--- config.mk ---
export PLATFORM = sky130hd
export DESIGN_NAME = serial_addsub_seq_flat
export DESIGN_NICKNAME = d
export VERILOG_FILES = /design/src/rtl/serial_addsub_seq_if.sv /design/src/rtl/serial_addsub_seq.sv /design/src/flat_wrapper.sv
export SDC_FILE = /design/constraint.sdc
export NUM_CORES = 1
export LEC_CHECK = 0
export CAP_MARGIN = 20
export CORE_MARGIN = 5
export CORE_UTILIZATION = 50
export DETAILED_ROUTE_END_ITERATION = 7
export PLACE_DENSITY_LB_ADDON = 0.3
export SYNTH_ARGS = -nofsm -noshare
export SYNTH_HDL_FRONTEND = slang
export SYNTH_SLANG_ARGS = --single-unit
--- constraint.sdc ---
create_clock -name clk -period 2.65 [get_ports clk]
set_input_delay 0.265 -clock clk [delete_from_list [all_inputs] [get_ports clk]]
set_output_delay 0.265 -clock clk [all_outputs]
set_load 0.1 [all_outputs]
--- src/rtl/serial_addsub_seq_if.sv ---
// ---------------------------------------------------------------------------
// serial_addsub_seq_if
// Handshake and operand/result bundle for the bit-serial add/subtract engine.
//   start : request, sampled only while the engine is idle
//   sub   : 0 = a+b, 1 = a-b, captured together with the operands
//   a, b  : WIDTH-bit operands, captured on the accepting edge
//   busy  : high while the engine is stepping through the bits
//   done  : one-cycle completion pulse
//   sum   : WIDTH-bit result, registered and held until the next result
//   cout  : final carry out (for subtract: 1 = no borrow)
//   ovf   : two's-complement overflow
// Modports: master = lab controller side, slave = engine side.
// ---------------------------------------------------------------------------
interface serial_addsub_seq_if #(
    parameter int WIDTH = 8
);
    logic             start;
    logic             sub;
    logic [WIDTH-1:0] a;
    logic [WIDTH-1:0] b;
    logic             busy;
    logic             done;
    logic [WIDTH-1:0] sum;
    logic             cout;
    logic             ovf;

    modport master (
        output start, sub, a, b,
        input  busy, done, sum, cout, ovf
    );

    modport slave (
        input  start, sub, a, b,
        output busy, done, sum, cout, ovf
    );
endinterface

--- src/rtl/serial_addsub_seq.sv ---
// ---------------------------------------------------------------------------
// serial_addsub_seq
// Bit-serial add/subtract engine. One full-adder cell is reused over WIDTH
// clock cycles, LSB first, instead of a WIDTH-bit ripple array.
// Ports:
//   clk   : rising-edge clock
//   rst_n : asynchronous active-low reset
//   bus   : serial_addsub_seq_if.slave (start/sub/a/b in,
//           busy/done/sum/cout/ovf out)
// Parameter:
//   WIDTH : operand/result width, 2..32
// ---------------------------------------------------------------------------
module serial_addsub_seq #(
    parameter int WIDTH = 8
) (
    input  logic                  clk,
    input  logic                  rst_n,
    serial_addsub_seq_if.slave    bus
);

    localparam int CNTW = (WIDTH > 2) ? $clog2(WIDTH) : 1;

    localparam logic [1:0] ST_IDLE = 2'd0;
    localparam logic [1:0] ST_RUN  = 2'd1;
    localparam logic [1:0] ST_DONE = 2'd2;

    logic [1:0]       r_state;
    logic [WIDTH-1:0] r_aSh;
    logic [WIDTH-1:0] r_bSh;
    logic [WIDTH-1:0] r_resSh;
    logic             r_carry;
    logic [CNTW-1:0]  r_cnt;
    logic [WIDTH-1:0] r_sum;
    logic             r_cout;
    logic             r_ovf;

    logic             w_sumBit;
    logic             w_carry;
    logic [WIDTH-1:0] w_resNext;
    logic             w_lastBit;

    // The shared full-adder cell working on the current LSBs.
    assign w_sumBit  = r_aSh[0] ^ r_bSh[0] ^ r_carry;
    assign w_carry   = (r_aSh[0] & r_bSh[0]) | (r_aSh[0] & r_carry) | (r_bSh[0] & r_carry);
    // Result bits enter at the MSB so after WIDTH shifts bit 0 sits at the LSB.
    assign w_resNext = {w_sumBit, r_resSh[WIDTH-1:1]};
    assign w_lastBit = (r_cnt == CNTW'(WIDTH - 1));

    // Subtraction is a + ~b + 1: operand B is inverted on capture and the
    // carry flip-flop is preloaded with 1. On the final bit the carry flop
    // still holds the carry into the MSB, which gives overflow directly.
    always_ff @(posedge clk or negedge rst_n) begin
        if (!rst_n) begin
            r_state <= ST_IDLE;
            r_aSh   <= '0;
            r_bSh   <= '0;
            r_resSh <= '0;
            r_carry <= 1'b0;
            r_cnt   <= '0;
            r_sum   <= '0;
            r_cout  <= 1'b0;
            r_ovf   <= 1'b0;
        end else begin
            case (r_state)
                ST_IDLE: begin
                    if (bus.start) begin
                        r_aSh   <= bus.a;
                        r_bSh   <= bus.b ^ {WIDTH{bus.sub}};
                        r_carry <= bus.sub;
                        r_cnt   <= '0;
                        r_state <= ST_RUN;
                    end
                end
                ST_RUN: begin
                    r_resSh <= w_resNext;
                    r_aSh   <= r_aSh >> 1;
                    r_bSh   <= r_bSh >> 1;
                    r_carry <= w_carry;
                    r_cnt   <= r_cnt + 1'b1;
                    if (w_lastBit) begin
                        r_sum   <= w_resNext;
                        r_cout  <= w_carry;
                        r_ovf   <= r_carry ^ w_carry;
                        r_state <= ST_DONE;
                    end
                end
                ST_DONE: begin
                    r_state <= ST_IDLE;
                end
                default: begin
                    r_state <= ST_IDLE;
                end
            endcase
        end
    end

    assign bus.busy = (r_state == ST_RUN);
    assign bus.done = (r_state == ST_DONE);
    assign bus.sum  = r_sum;
    assign bus.cout = r_cout;
    assign bus.ovf  = r_ovf;

endmodule

--- src/flat_wrapper.sv ---
// flat-port wrapper written by rule: the top's interface ports become plain ports
module serial_addsub_seq_flat 
#(
    parameter int WIDTH = 8
)
  (clk, rst_n, bus_start, bus_sub, bus_a, bus_b, bus_busy, bus_done, bus_sum, bus_cout, bus_ovf);
  serial_addsub_seq_if #(.WIDTH(WIDTH)) bus_i ();
  input  logic clk;
  input  logic rst_n;
  input wire logic [$bits(bus_i.start)-1:0] bus_start;
  input wire logic [$bits(bus_i.sub)-1:0] bus_sub;
  input wire logic [$bits(bus_i.a)-1:0] bus_a;
  input wire logic [$bits(bus_i.b)-1:0] bus_b;
  output wire logic [$bits(bus_i.busy)-1:0] bus_busy;
  output wire logic [$bits(bus_i.done)-1:0] bus_done;
  output wire logic [$bits(bus_i.sum)-1:0] bus_sum;
  output wire logic [$bits(bus_i.cout)-1:0] bus_cout;
  output wire logic [$bits(bus_i.ovf)-1:0] bus_ovf;
  assign bus_i.start = bus_start;
  assign bus_i.sub = bus_sub;
  assign bus_i.a = bus_a;
  assign bus_i.b = bus_b;
  assign bus_busy = bus_i.busy;
  assign bus_done = bus_i.done;
  assign bus_sum = bus_i.sum;
  assign bus_cout = bus_i.cout;
  assign bus_ovf = bus_i.ovf;
  serial_addsub_seq #(.WIDTH(WIDTH)) u_core (.clk(clk), .rst_n(rst_n), .bus(bus_i));
endmodule
==> results of run 1 <==
-- area by class of cell --
type,instances,area (sq um),share of cell area
Timing Repair Buffer,34,310,0.135
Inverter,2,7.51,0.00326
Multi-Input combinational cell,101,815,0.354
Tap cell,48,60.1,0.0261
Clock buffer,6,72.6,0.0315
Clock inverter,2,60.1,0.0261
Sequential cell,39,976,0.424
-- cells in the final DEF, fill, tap and decap left out --
cell,synthesis,layout
mux2i_1,1,1
o21bai_2,1,1
o221ai_2,6,6
fa_1,1,1
clkdlybuf4s50_1,0,18
nor2b_1,9,9
buf_2,1,1
a21oi_1,9,9
nand3b_4,1,1
o21ai_0,3,3
clkbuf_8,0,5
o211ai_2,1,1
ha_1,2,2
dfrtp_1,39,39
a22oi_2,3,3
mux2_2,17,17
nand2_1,17,17
buf_4,3,14
and3b_1,1,1
nor2_1,2,2
a22o_1,2,2
bufinv_16,0,2
nand2b_2,1,1
nor2b_2,2,2
buf_12,0,1
a22oi_1,5,5
clkbuf_1,1,1
xnor2_1,9,9
o21ai_1,8,8
inv_1,2,2
-- synth_stat cells (2+ instances only) --
cell type   n
a21oi_1     9
a22o_1      2
a22oi_1     5
a22oi_2     3
buf_4       3
buf_6       5
dfrtp_1    39
ha_1        2
inv_1       2
mux2_2     17
nand2_1    17
nor2_1      2
nor2b_1     9
nor2b_2     2
o21ai_0     3
o21ai_1     8
o221ai_2    6
xnor2_1     9
-- worst register-to-register path: cells and delay by family (launching register included) --
| kind | cells | cell delay, ns |
|---|---|---|
| mux | 1 | 0.37 |
| buf+inv | 1 | 0.30 |
| simple gates | 1 | 0.38 |
| flops | 1 | 0.58 |
-- power by group --
group | switching, W | total [W] | internal (W) | leakage (nW)
Clock | 0.000198 | 0.000574 | 0.000376 | 0.0654
Sequential | 0.000180 | 0.00103 | 0.000848 | 0.498
Combinational | 0.000953 | 0.00148 | 0.000528 | 0.441
Total | 0.00133 | 0.00308 | 0.00175 | 1.00
-- metrics by stage --
stage | hold slack [ns] | setup WS (ns)
floorplan | -0.0306 | 0.279
global placement | 0.405 | 0.717
detailed placement | 0.422 | 0.612
CTS | 0.0976 | 0.610
global route | 0.159 | 0.531
finish | 0.0695 | 0.632
-- layer usage --
layer,track usage,up-vias,part of all wire
met3,0.0463,8,0.046
met5,0,-,0
li1,-,594,-
met2,0.235,24,0.50
met4,0.0626,0,0.021
met1,0.213,614,0.43
-- state kept, by name (all words and copies together) (netlist names) --
name / cells
u_core.bus.sum: 8
u_core.r_aSh: 8
u_core.r_bSh: 8
u_core.r_resSh: 7
u_core.r_cnt: 3
u_core.r_state: 2
u_core.bus.cout: 1
u_core.bus.ovf: 1
u_core.r_carry: 1
-- cells by family after synthesis --
kind of cell,synth area share
XOR/XNOR,0.0414
adder cells (fa/ha/maj),0.0236
AO/OA/AOI/OAI,0.161
AND/OR/NAND/NOR,0.0959
multiplexers,0.106
flip-flops,0.512
buffers and inverters,0.0604
-- worst max-delay path by stage --
| stage | startpoint | endpoint |
|---|---|---|
| final | u_core.r_state[1]$_DFFE_PN0P_ | bus_busy |
| after global routing | u_core.r_state[1]$_DFFE_PN0P_ | bus_busy |
| after CTS | u_core.r_state[1]$_DFFE_PN0P_ | bus_busy |
| after detailed placement | bus_start | u_core.r_bSh[6]$_DFFE_PN0P_ |
| after global placement | bus_start | u_core.r_bSh[6]$_DFFE_PN0P_ |
| after floorplan | u_core.r_state[1]$_DFFE_PN0P_ | bus_done |
==> out/qor.txt, run 1 <==
Outcome: completed
Die ar.: 5150 sq um
Power per Cell Area: 1340 nW/um^2
Critical-path top delay cell: dfrtp_1
IO Port Bufs: 31
WL final: 3.56 mm
CTS Buf Count: 5
Post_cts resized: 0
Leakage power: 1.00 nW
Final Cycle Share: 0.761
CTS tree: done
Fin. Hold Viols: 0
Synthesized instance count: 154
Max frequency: 0.496 GHz
Kind of critical path: reg2out
Final-report max-slew violation count: 0
Top delay family on crit path: flip-flops
First-pass GRT wire length: 6.30 mm
Die X: 71.7 microns
Synth top area share: 0.512
Ranking of synthesized cells by area: dfrtp_1 (51%), mux2_2 (10%), o221ai_2 (4.7%)
WP depth: 3
Worst setup SP type: flip-flop
DP Cell Count: 224
Root Buffer: clkbuf_8
Core area: 3690 sq um
FF-to-FF Start: u_core.r_state[1]$_DFFE_PN0P_
Critical Path AT: 1.75 ns
Site Rows: 22
Hold buffers post-CTS: 0
Area leader, netlist: dfrtp_1
Total Power: 0.00308 W
Detailed Place HPWL: 2.56 mm
Area post-placement: 2170 sq um
Share of post-route cells with drive strength above 1: 0.299
Crit Reg-Reg Endpoint: u_core.r_resSh[3]$_DFFE_PN0P_
Final Util: 0.624
Maxcap violations: 0
Clock net sink count: 39
FF-to-FF path depth: 3
Setup Buffers After CTS: 0
Net Count, Synth: 177
Sequential fraction of the synthesis area: 0.512
GRT Total Usage: 0.157
Yosys cell types: 29
Vias in the first global route: 1285
Min cycle time layout: 2.02 ns
Flop2flop setup slack: 0.91 ns
Antenna cell count: 0
Drt pass-1 iters: 4
Headroom to the max-slew limit: 0.443
Hold WC Path Type: in2async
WL/cell: 15.3 microns
I/O pins: 32
Final #Nets: 206
DRC Markers: 0
CTS max path bufs: 2
Peak VDD IR: 1.05 mV
Chip height: 71.7 microns
Congestion Overflow GR: 0
Fillcell total: 303
Final instance area: 2300 sq um
EDFF count, synth: 0
RSZ-0062 raised after global routing: no
CP Max Fanout: 13
GP Congestion: 0.783
Post-route insts no fill: 232
Tightest Pin Transition: 0.835 ns
Seq cells post-synth: 39
Clock skew: 0.00651 ns
Cell Chain, Critical Path: nor2b_2, buf_4, buf_12
Initial DRC count: 65
Synth async-reset ratio: 1.00
Largest net degree at the start of global routing: 40
Mean Syn Cell Area: 12.4 sq um
Main synth FF type: dfrtp_1
Critical path's largest stage delay: 0.58 ns
Post-route ant nets: 0
Initial Util: 0.517
Vias per inst: 5.34
Final setup viols: 0
Worst-skew pair later-pin latency: 0.29 ns
Layout Area Growth over Synthesis: 20.7%
Synthesis warning total: 0
# H-tree levels: 2
CP Buf/Inv Count: 2
Crit end category: primary output
Setup TNS: 0 ns
Initial antenna violation count: 0
Vias: 1240
Worst-path clk slew: 0.07 ns
CP required: 2.38 ns
Post-Syn Area: 1910 sq um
Note: power is estimated with default switching activity, not from simulation.
==> inputs of run 2 (changes only) <==
- clock period: 2.65 -> 1.9 ns (I/O delays scaled with it)
==> run 2 against run 1 <==
Clock skew rose by 0.0045 ns; hold slack improved by 0.42 ns; core utilization is 1.8 points higher; critical path type unchanged; largest cell class unchanged; highest routed layer unchanged.
==> out/qor.txt, run 2 (same netlist as run 1, synthesis figures left out) <==
Max frequency: 0.561 GHz
Routed metal-1 wirelength: 1.47 mm
Maxcap violations: 0
Total Power: 0.00436 W
Site Rows: 22
Fin. Hold Viols: 0
Antenna cell count: 0
DRC Markers: 0
WL final: 3.76 mm
Final Cycle Share: 0.937
Max Used Layer: met4
Peak VDD IR: 1.20 mV
Setup TNS: 0 ns
Drt pass-1 iters: 4
Post_cts resized: 0
Hold WC Path Type: in2async
Chip height: 71.7 microns
First-pass GRT wire length: 6.48 mm
CP Max Fanout: 11
Critical Path AT: 1.59 ns
Detailed Place HPWL: 2.65 mm
Largest net degree at the start of global routing: 40
Fillcell total: 289
GP Congestion: 0.719
# H-tree levels: 2
Kind of critical path: reg2out
RSZ-0062 raised after global routing: no
Met2 wire len: 2.00 mm
Final #Nets: 211
Share of post-route cells with drive strength above 1: 0.317
Final setup viols: 0
Congestion Overflow GR: 0
Worst-path clk slew: 0.08 ns
CTS Buf Count: 5
Root Buffer: clkbuf_8
Clock skew: 0.0110 ns
Initial DRC count: 95
WL/cell: 15.8 microns
Worst setup SP type: flip-flop
Tightest Pin Transition: 0.535 ns
Commonest non-fill, non-tap cells in the layout: dfrtp_1 (39), clkdlybuf4s50_1 (18), mux2_2 (17), nand2_1 (17), buf_4 (16)
Headroom to the max-slew limit: 0.642
CP required: 1.71 ns
Die ar.: 5150 sq um
Hold buffers post-CTS: 1
Layout Area Growth over Synthesis: 24.3%
Worst-skew pair later-pin latency: 0.29 ns
Initial Util: 0.517
Core area: 3690 sq um
Power per Cell Area: 1840 nW/um^2
Most common cell after layout, fill and taps aside: dfrtp_1
Vias per inst: 5.31
CTS max path bufs: 2
Die X: 71.7 microns
Crit end category: primary output
Met3 WL: 216 microns
Register area: 976 sq um
Final Util: 0.642
Min cycle time layout: 1.78 ns
Leakage power: 1.04 nW
Vias: 1258
Vias in the first global route: 1364
Outcome: completed
Initial antenna violation count: 0
GRT Total Usage: 0.167
I/O pins: 32
Clock net sink count: 39
CTS tree: done
IO Port Bufs: 31
Final-report max-slew violation count: 0
Area taken by multi-input logic gates: 817 sq um
Post-route ant nets: 0
Setup Buffers After CTS: 0
[run 2: cell types whose count changed in the layout (fill, tap and decap cells not counted), sizes merged]
cell         previous run  this run
dlygate4sd3             0         1
buf                    16        20
[run 2: cell type report]
cell class,count,area share
multi-input combinational,101,0.345
timing repair buffer,39,0.158
sequential,39,0.412
clock buffer,6,0.0306
inverter,2,0.00317
clock inverter,2,0.0254
tap,48,0.0254
[run 2: path summary, 6_finish.rpt]
| check | start | to | slack (ns) | cells after the start |
|---|---|---|---|---|
| worst min register to register | u_core.bus.ovf$_DFFE_PN0P_ | u_core.bus.ovf$_DFFE_PN0P_ | 0.49 | 2 |
| worst max-delay path | u_core.r_state[0]$_DFFE_PN0P_ | bus_busy | 0.12 | 3 |
| max in group asynchronous | rst_n | u_core.bus.sum[1]$_DFFE_PN0P_ | 1.08 | 3 |
| min in group clk | u_core.bus.ovf$_DFFE_PN0P_ | u_core.bus.ovf$_DFFE_PN0P_ | 0.49 | 2 |
| worst max register to register | u_core.r_state[0]$_DFFE_PN0P_ | u_core.r_resSh[1]$_DFFE_PN0P_ | 0.38 | 3 |
| worst min-delay path | rst_n | u_core.r_bSh[7]$_DFFE_PN0P_ | 0.48 | 3 |
[run 2: worst max-delay path: stages (launching register included)]
cell and delay, ns:
dfrtp_1 0.61, nor2b_2 0.29, buf_4 0.21, buf_12 0.18
[run 2: per-layer routing]
metal / up-vias / track usage
met4: 0 / 0.0814
met3: 4 / 0.0505
met1: 620 / 0.199
li1: 603 / -
met5: - / 0
met2: 31 / 0.274
[run 2: per-stage QoR]
stage	hold WS (ns)	worst slack, ns	instances	area (sq um)
finish	0.485	0.119	237	2370
global route	0.531	0.000400	237	2370
CTS	0.495	0.112	237	2370
detailed placement	0.268	0.400	228	2230
global placement	0.259	0.432	228	2230
floorplan	-0.106	0.124	154	1910
[run 2: power by group]
| group | leakage, nW | total, W | internal, W | switching (W) |
|---|---|---|---|---|
| Clock | 0.0654 | 0.000801 | 0.000525 | 0.000277 |
| Sequential | 0.498 | 0.00146 | 0.00118 | 0.000272 |
| Combinational | 0.473 | 0.00210 | 0.000786 | 0.00132 |
| Total | 1.04 | 0.00436 | 0.00249 | 0.00187 |
==> inputs of run 3 (changes only) <==
- CAP_MARGIN: 20 -> default
==> results of run 3 <==
Same layout as run 2: the final DEF is identical, and so are final timing and power.
